### config.mk
export PLATFORM = sky130hd
export DESIGN_NAME = line_raster_engine
export DESIGN_NICKNAME = d
export VERILOG_FILES = /design/src/rtl/gfx_pkg.sv /design/src/rtl/bresenham_step.sv /design/src/rtl/line_raster_engine.sv
export SDC_FILE = /design/constraint.sdc
export NUM_CORES = 1
export LEC_CHECK = 0
export ABC_AREA = 1
export CAP_MARGIN = 20
export CORE_MARGIN = 3
export CORE_UTILIZATION = 44
export CTS_CLUSTER_DIAMETER = 40
export DETAILED_ROUTE_END_ITERATION = 7
export PLACE_DENSITY = 0.71
export REMOVE_ABC_BUFFERS = 1
export SLEW_MARGIN = 20
export SYNTH_ARGS = -nofsm -noshare
export SYNTH_HDL_FRONTEND = slang
export SYNTH_HIERARCHICAL = 1
export SYNTH_SLANG_ARGS = --single-unit
### constraint.sdc
create_clock -name clk -period 6.2 [get_ports clk]
set_input_delay 1.86 -clock clk [delete_from_list [all_inputs] [get_ports clk]]
set_output_delay 1.86 -clock clk [all_outputs]
set_load 0.03 [all_outputs]
### src/rtl/gfx_pkg.sv
// Shared types and defaults for the line rasteriser.
// Coordinate/colour widths and the engine state encoding.
package gfx_pkg;

    localparam int DEF_COORD_W = 10;
    localparam int DEF_COLOR_W = 12;

    typedef enum logic [1:0] {
        IDLE  = 2'd0,
        SETUP = 2'd1,
        DRAW  = 2'd2
    } state_t;

endpackage

### src/rtl/bresenham_step.sv
// One combinational Bresenham step for any octant.
// Both axis decisions use the same pre-step error term.
module bresenham_step
    import gfx_pkg::*;
#(
    parameter int W = DEF_COORD_W
) (
    input  logic [W-1:0]        x,
    input  logic [W-1:0]        y,
    input  logic signed [W+1:0] err,
    input  logic signed [W+1:0] dx,
    input  logic signed [W+1:0] dy,
    input  logic                sx_neg,
    input  logic                sy_neg,
    output logic [W-1:0]        x_nxt,
    output logic [W-1:0]        y_nxt,
    output logic signed [W+1:0] err_nxt
);

    logic signed [W+2:0] e2;
    logic signed [W+2:0] dx_w;
    logic signed [W+2:0] dy_w;
    logic                step_x;
    logic                step_y;

    always_comb begin
        e2     = (W+3)'(err) <<< 1;
        dx_w   = (W+3)'(dx);
        dy_w   = (W+3)'(dy);
        step_x = (e2 >= dy_w);
        step_y = (e2 <= dx_w);
    end

    always_comb begin
        err_nxt = err + (step_x ? dy : '0) + (step_y ? dx : '0);
        x_nxt   = x;
        y_nxt   = y;
        if (step_x) begin
            x_nxt = sx_neg ? x - 1'b1 : x + 1'b1;
        end
        if (step_y) begin
            y_nxt = sy_neg ? y - 1'b1 : y + 1'b1;
        end
    end

endmodule

### src/rtl/line_raster_engine.sv
// All-octant Bresenham line rasteriser with clipping and a
// backpressured one-pixel-per-cycle output stream.
module line_raster_engine
    import gfx_pkg::*;
#(
    parameter int COORD_W  = DEF_COORD_W,
    parameter int COLOR_W  = DEF_COLOR_W,
    parameter int SCREEN_W = 640,
    parameter int SCREEN_H = 480,
    parameter bit CLIP_EN  = 1'b1
) (
    input  logic               clk,
    input  logic               rst_,
    input  logic [COORD_W-1:0] x0_in,
    input  logic [COORD_W-1:0] y0_in,
    input  logic [COORD_W-1:0] x1_in,
    input  logic [COORD_W-1:0] y1_in,
    input  logic [COLOR_W-1:0] color,
    input  logic               in_rts,
    output logic               in_rtr,
    output logic [COORD_W-1:0] out_x,
    output logic [COORD_W-1:0] out_y,
    output logic [COLOR_W-1:0] out_color,
    output logic               out_last,
    output logic               out_rts,
    input  logic               out_rtr,
    output logic               busy,
    output logic               line_done
);

    localparam int EW = COORD_W + 2;

    state_t state;
    state_t state_nxt;

    logic [COORD_W-1:0] x0_q;
    logic [COORD_W-1:0] y0_q;
    logic [COORD_W-1:0] x1_q;
    logic [COORD_W-1:0] y1_q;
    logic [COLOR_W-1:0] color_q;
    logic [COORD_W-1:0] cur_x;
    logic [COORD_W-1:0] cur_y;
    logic signed [EW-1:0] dx_q;
    logic signed [EW-1:0] dy_q;
    logic signed [EW-1:0] err_q;
    logic sx_neg;
    logic sy_neg;

    logic [COORD_W-1:0] dx_abs;
    logic [COORD_W-1:0] dy_abs;
    logic signed [EW-1:0] dx_init;
    logic signed [EW-1:0] dy_init;

    logic [COORD_W-1:0] nx;
    logic [COORD_W-1:0] ny;
    logic signed [EW-1:0] nerr;

    logic drawing;
    logic visible;
    logic at_end;
    logic step;

    always_comb begin
        dx_abs  = (x0_q < x1_q) ? x1_q - x0_q : x0_q - x1_q;
        dy_abs  = (y0_q < y1_q) ? y1_q - y0_q : y0_q - y1_q;
        dx_init = $signed({2'b00, dx_abs});
        dy_init = -$signed({2'b00, dy_abs});
    end

    // Clipped pixels never reach the stream, so they step without waiting.
    always_comb begin
        drawing = (state == DRAW);
        visible = !CLIP_EN
               || ((int'(cur_x) < SCREEN_W) && (int'(cur_y) < SCREEN_H));
        at_end  = (cur_x == x1_q) && (cur_y == y1_q);
        step    = drawing && (!visible || out_rtr);
    end

    bresenham_step #(
        .W(COORD_W)
    ) u_step (
        .x      (cur_x),
        .y      (cur_y),
        .err    (err_q),
        .dx     (dx_q),
        .dy     (dy_q),
        .sx_neg (sx_neg),
        .sy_neg (sy_neg),
        .x_nxt  (nx),
        .y_nxt  (ny),
        .err_nxt(nerr)
    );

    always_ff @(posedge clk) begin
        if (rst_) begin
            state <= IDLE;
        end else begin
            state <= state_nxt;
        end
    end

    always_comb begin
        state_nxt = state;
        unique case (state)
            IDLE:    if (in_rts) state_nxt = SETUP;
            SETUP:   state_nxt = DRAW;
            DRAW:    if (step && at_end) state_nxt = IDLE;
            default: state_nxt = IDLE;
        endcase
    end

    always_comb begin
        in_rtr    = (state == IDLE);
        busy      = (state != IDLE);
        out_rts   = drawing && visible;
        out_last  = drawing && at_end;
        line_done = step && at_end;
        out_x     = cur_x;
        out_y     = cur_y;
        out_color = color_q;
    end

    always_ff @(posedge clk) begin
        if (rst_) begin
            x0_q    <= '0;
            y0_q    <= '0;
            x1_q    <= '0;
            y1_q    <= '0;
            color_q <= '0;
            cur_x   <= '0;
            cur_y   <= '0;
            dx_q    <= '0;
            dy_q    <= '0;
            err_q   <= '0;
            sx_neg  <= 1'b0;
            sy_neg  <= 1'b0;
        end else begin
            if (state == IDLE && in_rts) begin
                x0_q    <= x0_in;
                y0_q    <= y0_in;
                x1_q    <= x1_in;
                y1_q    <= y1_in;
                color_q <= color;
            end
            if (state == SETUP) begin
                dx_q   <= dx_init;
                dy_q   <= dy_init;
                err_q  <= dx_init + dy_init;
                sx_neg <= !(x0_q < x1_q);
                sy_neg <= !(y0_q < y1_q);
                cur_x  <= x0_q;
                cur_y  <= y0_q;
            end
            if (step && !at_end) begin
                cur_x <= nx;
                cur_y <= ny;
                err_q <= nerr;
            end
        end
    end

endmodule

=== Word-level counts from Yosys, hierarchy flattened ===
Cells that the tools add are included.

* Reductions and logical operators: 19
* Add/subtract/negate cells: 12
* Bitwise logic cells: 0
* Magnitude comparators: 6
* Multiply operators: 0
* Muxes and demuxes: 17
* Shift-type cells: 0
* Div/mod/pow operators: 0
* Equality and inequality tests: 8

{| class="wikitable"
|+ Operator list
! operator !! count
|-
| 10-bit two-way mux || 11
|-
| 10-bit subtractor || 4
|-
| 12-bit two-way mux || 3
|-
| 12-bit adder || 2
|-
| 10-bit by 1-bit adder with 10-bit output, second input constant || 2
|-
| 10-bit equality test || 2
|-
| 10-bit < comparator || 2
|-
| 10-bit by 1-bit subtractor with 10-bit output, second input constant || 2
|-
| 13-bit by 12-bit greater-or-equal comparator with 1-bit output || 1
|-
| 13-bit by 11-bit <= comparator with 1-bit output || 1
|-
| 11-bit by 12-bit adder with 12-bit output || 1
|-
| 10-bit negation with 12-bit output || 1
|-
| 10-bit < comparator, second input constant || 1
|-
| 10-bit by 9-bit < comparator with 1-bit output, second input constant || 1
|-
| 1-bit logical AND || 8
|-
| 2-bit one-hot mux with 3 select lines || 1
|-
| 2-bit AND reduction || 3
|-
| 1-bit logical NOT || 4
|-
| 2-bit two-way mux || 2
|-
| 2-bit by 1-bit inequality test with 1-bit output, second input constant || 2
|-
| 2-bit inequality test, second input constant || 2
|-
| 2-bit nonzero test || 2
|-
| 2-bit by 1-bit equality test with 1-bit output, second input constant || 1
|-
| 2-bit equality test, second input constant || 1
|-
| other kinds (2) || 2
|}

* Input port bits: 56
* Word-level logic and storage cells: 75
* Flip-flop bits (word level): 110
* Bits in latches: 0
* Memory bits (writable): 0
* Output and inout port bits: 37
* Memories kept: 0
* ROM bits: 0

=== Logic depth before layout (Yosys ltp) ===
* Depth after elaboration: 8
* Depth in mapped cells: 31

=== By module ===
Netlist, hierarchy kept.

{| class="wikitable"
|+ Modules (own cells, without submodules)
! module !! cells an instance !! seq. area each (um^2) !! instances !! area each (um^2)
|-
| line_raster_engine || 986 || 2202.1 || 1 || 6914.1
|-
| bresenham_step || 408 || 0.0 || 1 || 2524.9
|}

=== Worst setup path after synthesis ===
OpenSTA, ideal clock, no wires.

* Path type: input port to output port
* From: input port out_rtr
* To: output port line_done
* Stages on the path: 2
* Data required time: 4.340 ns
* Buffers on the path: 0
* Slack: 1.753 ns
* Arrival time: 2.587 ns
* Cells stage by stage: nor2_1 -> nor3_1

* Cells in the longest elaborated chain, start to end: 3

{| class="wikitable"
|+ Ends and longest elaborated chain
! what !! RTL line !! RTL
|-
| start, declared || line_raster_engine.sv:26 || <nowiki>input logic out_rtr,</nowiki>
|-
| 1-bit logical OR || line_raster_engine.sv:76 || <nowiki>step = drawing && (!visible || out_rtr);</nowiki>
|-
| 1-bit logical AND || line_raster_engine.sv:76 ||
|-
| 1-bit logical AND || line_raster_engine.sv:117 || <nowiki>line_done = step && at_end;</nowiki>
|-
| end, declared || line_raster_engine.sv:28 || <nowiki>output logic line_done</nowiki>
|}

No other way between the ends.

=== Worst setup path in the final report ===
Same ends and word-level chain as after synthesis.

==> results.cfg <==
[placement]
hpwl_mm = 19.0
place.gp.congestion = 0.945
numPortBuffers = 92
post-place-ws_ns = 1.12
post-place-cells = 1718

[global_route]
grt_pass1_wl_mm = 41.9
antenna_found_initial = 0
grt-ovfl-total = 0
grt_usage_pct = 21.3
grt_max_degree = 74
grt_pass1_vias = 8604

[power]
leakage_nw = 5.11
ir_drop_mv = 0.173
p_total_mw = 3.70
power_density_nw_per_um2 = 342

[yosys]
synth_common_cells = nand2_1 (296), inv_1 (211), o21ai_0 (116), a21oi_1 (115), nor2_1 (115)
synth-main-ff-cell = dfxtp_1
synth_area_leaders = dfxtp_1 (23%), ha_1 (13%), nand2_1 (12%)
syn_inst = 1394
yosys_warnings = 6
yosysSeqAreaShare_pct = 23.3
synth_edf_count = 0
yosysTopAreaCell = dfxtp_1
ys_types = 50
synthArstFlopShare_pct = 0
netlist_area_um2 = 9440
avgSynthCellArea_um2 = 6.77
synth.top_cell.area_share_pct = 23.3
ys_ff_latch = 110
synth.most_common_cell = nand2_1

[critical_path]
critPathLaunchType = primary input
crit_type = in -> out
crit_chain = clkdlybuf4s50_1 > nor2_1 > nor3_1 > clkdlybuf4s50_1
slowest_delay_ns = 0.70
slowest_stage = clkdlybuf4s50_1
crit_family = buffers and inverters
path_common_cell = clkdlybuf4s50_1
cp.buffers_inverters = 2
required_ns = 4.34
arrival_ns = 3.23
critPathCaptureType = output pin
critical_path.max_fanout = 2

[sta]
fmax_mhz = 196
relSlewSlack_pct = 33.7
holdWs_ns = 0.483
grt_setup_unrepaired = false
finalCriticalPeriod_ns = 5.09
tns_ns = 0
hold_viol = 0
period_share_pct = 82.1
clock_skew_ns = 0.00530
setup_violations = 0
layout_setup_ws_ns = 1.11
tightest_slew_ns = 0.993
finalMaxSlewViolations = 0

[cells_and_area]
syn_to_final_growth_pct = 14.8
final_cells = 1734
drive_above_1_share_pct = 5.60
nets = 1633
n_antenna_cell = 0

[clock_tree]
cts_tree = built
cts-root-buf = clkbuf_16
clock_sinks = 110
cts_setup_buffers = 0
ctsHoldBuffers = 0
cts.clk_slew.worst_paths_ns = 0.07
cts_resized = 0
clk-insertion-delay-late_ns = 0.36
numCtsBuffers = 9
ctsLongestPathBuffers = 2
htreeDepth = 3

[routing]
drt_iter0_drc = 519
drc = 0
first_pass_iters = 5
dr_total_vias = 8938
wl_per_cell_um = 14.2
totalWireLength_mm = 24.6
post_drt_via_cell_ratio = 5.15
ant_nets = 0

[floorplan]
initial_core_util_pct = 45.8
ios = 93
dieHeight_um = 152
num_rows = 52
core-area_um2 = 20600
die_w_um = 152
die_area_um2 = 23200

[job]
drv_cap = 0

[outcome]
status = finished clean

[hold_path]
hold_class = reg -> reg
cells by family (layout without fill, tap and decap cells):
logic type	Yosys count	count (layout)	synth area share (%)
buf+inv	264	331	11.0
fa+ha+maj	118	118	17.2
flops	110	110	23.3
other cells	1	4	0.0397
xor+xnor	58	58	5.38
mux	1	1	0.106
compound gates	302	302	18.1
simple gates	540	540	24.9
layer usage:
metal	vias up	GRT usage, %	routed length (um)
li1	4633	-	-
met1	4085	29.1	11900
met2	193	34.7	11000
met3	27	4.32	1360
met4	0	5.30	357
met5	-	0	0
final cells by class:
| class | instances | area (um^2) |
|---|---|---|
| Fill cell | 2088 | 9790 |
| Multi-Input combinational cell | 1023 | 6210 |
| Sequential cell | 110 | 2200 |
| Timing Repair Buffer | 98 | 966 |
| Inverter | 217 | 820 |
| Tap cell | 270 | 338 |
| Clock buffer | 12 | 256 |
| Clock inverter | 4 | 45.0 |
placed cells by master (no fill, tap or decap), drive strengths merged, types with 2 or more instances in the layout:
master,Yosys,layout
a221oi,14,14
o2111ai,4,4
a21o,8,8
clkdlybuf4s50,0,92
nand2,316,316
nand4,13,13
clkinv,1,3
xnor2,19,19
nand3,65,65
a31oi,17,17
nor4,2,2
xor2,39,39
a21oi,119,119
nand3b,2,2
clkbuf,33,12
dfxtp,110,110
ha,99,99
buf,14,6
o21bai,5,5
and2,2,2
conb,1,4
or2,12,12
nor2,123,123
inv,216,217
o211ai,9,9
nor3,5,5
fa,19,19
o31ai,3,3
o21ai,118,118
where the power goes:
group | internal (mW) | switching [mW] | leakage, nW
clock | 0.334 | 0.263 | 0.152
sequential | 0.786 | 0.0847 | 0.904
combinational | 0.791 | 1.44 | 4.06
total | 1.91 | 1.79 | 5.11
worst paths after layout:
check	from	slack, ns	depth (start not counted)	endpoint
hold reg to reg	out_color[6]$_SDFFE_PP0P_	0.48	2	out_color[6]$_SDFFE_PP0P_
setup reg to reg	x0_q[5]$_SDFFE_PP0P_	1.72	24	err_q[10]$_SDFFE_PP0P_
setup / recovery	out_rtr	1.11	4	line_done
hold / removal	out_color[6]$_SDFFE_PP0P_	0.48	2	out_color[6]$_SDFFE_PP0P_
worst register-to-register path, cell delays in order (launching register included):
cell	delay, ns
dfxtp_1	0.36
inv_1	0.07
ha_1	0.40
nand2_1	0.13
nor2_1	0.16
nand3_1	0.09
nand3_1	0.37
inv_1	0.23
o21ai_0	0.26
xor2_1	0.35
inv_1	0.08
ha_1	0.35
nand2_1	0.07
o21ai_0	0.25
a21oi_1	0.11
o21bai_1	0.21
a21oi_1	0.13
o21bai_1	0.17
and2_1	0.15
o21ai_0	0.10
nand2_1	0.08
nand2_1	0.05
nand3_1	0.08
nand2_1	0.06
a21oi_1	0.11
stage by stage:
step	cell area [um^2]	utilization, %
after floorplan	9230	-
after global placement	10500	51.1
after detailed placement	10500	51.1
after CTS	10800	52.5
after global routing	10800	52.5
final	10800	52.5
Note: power is estimated with default switching activity, not from simulation.
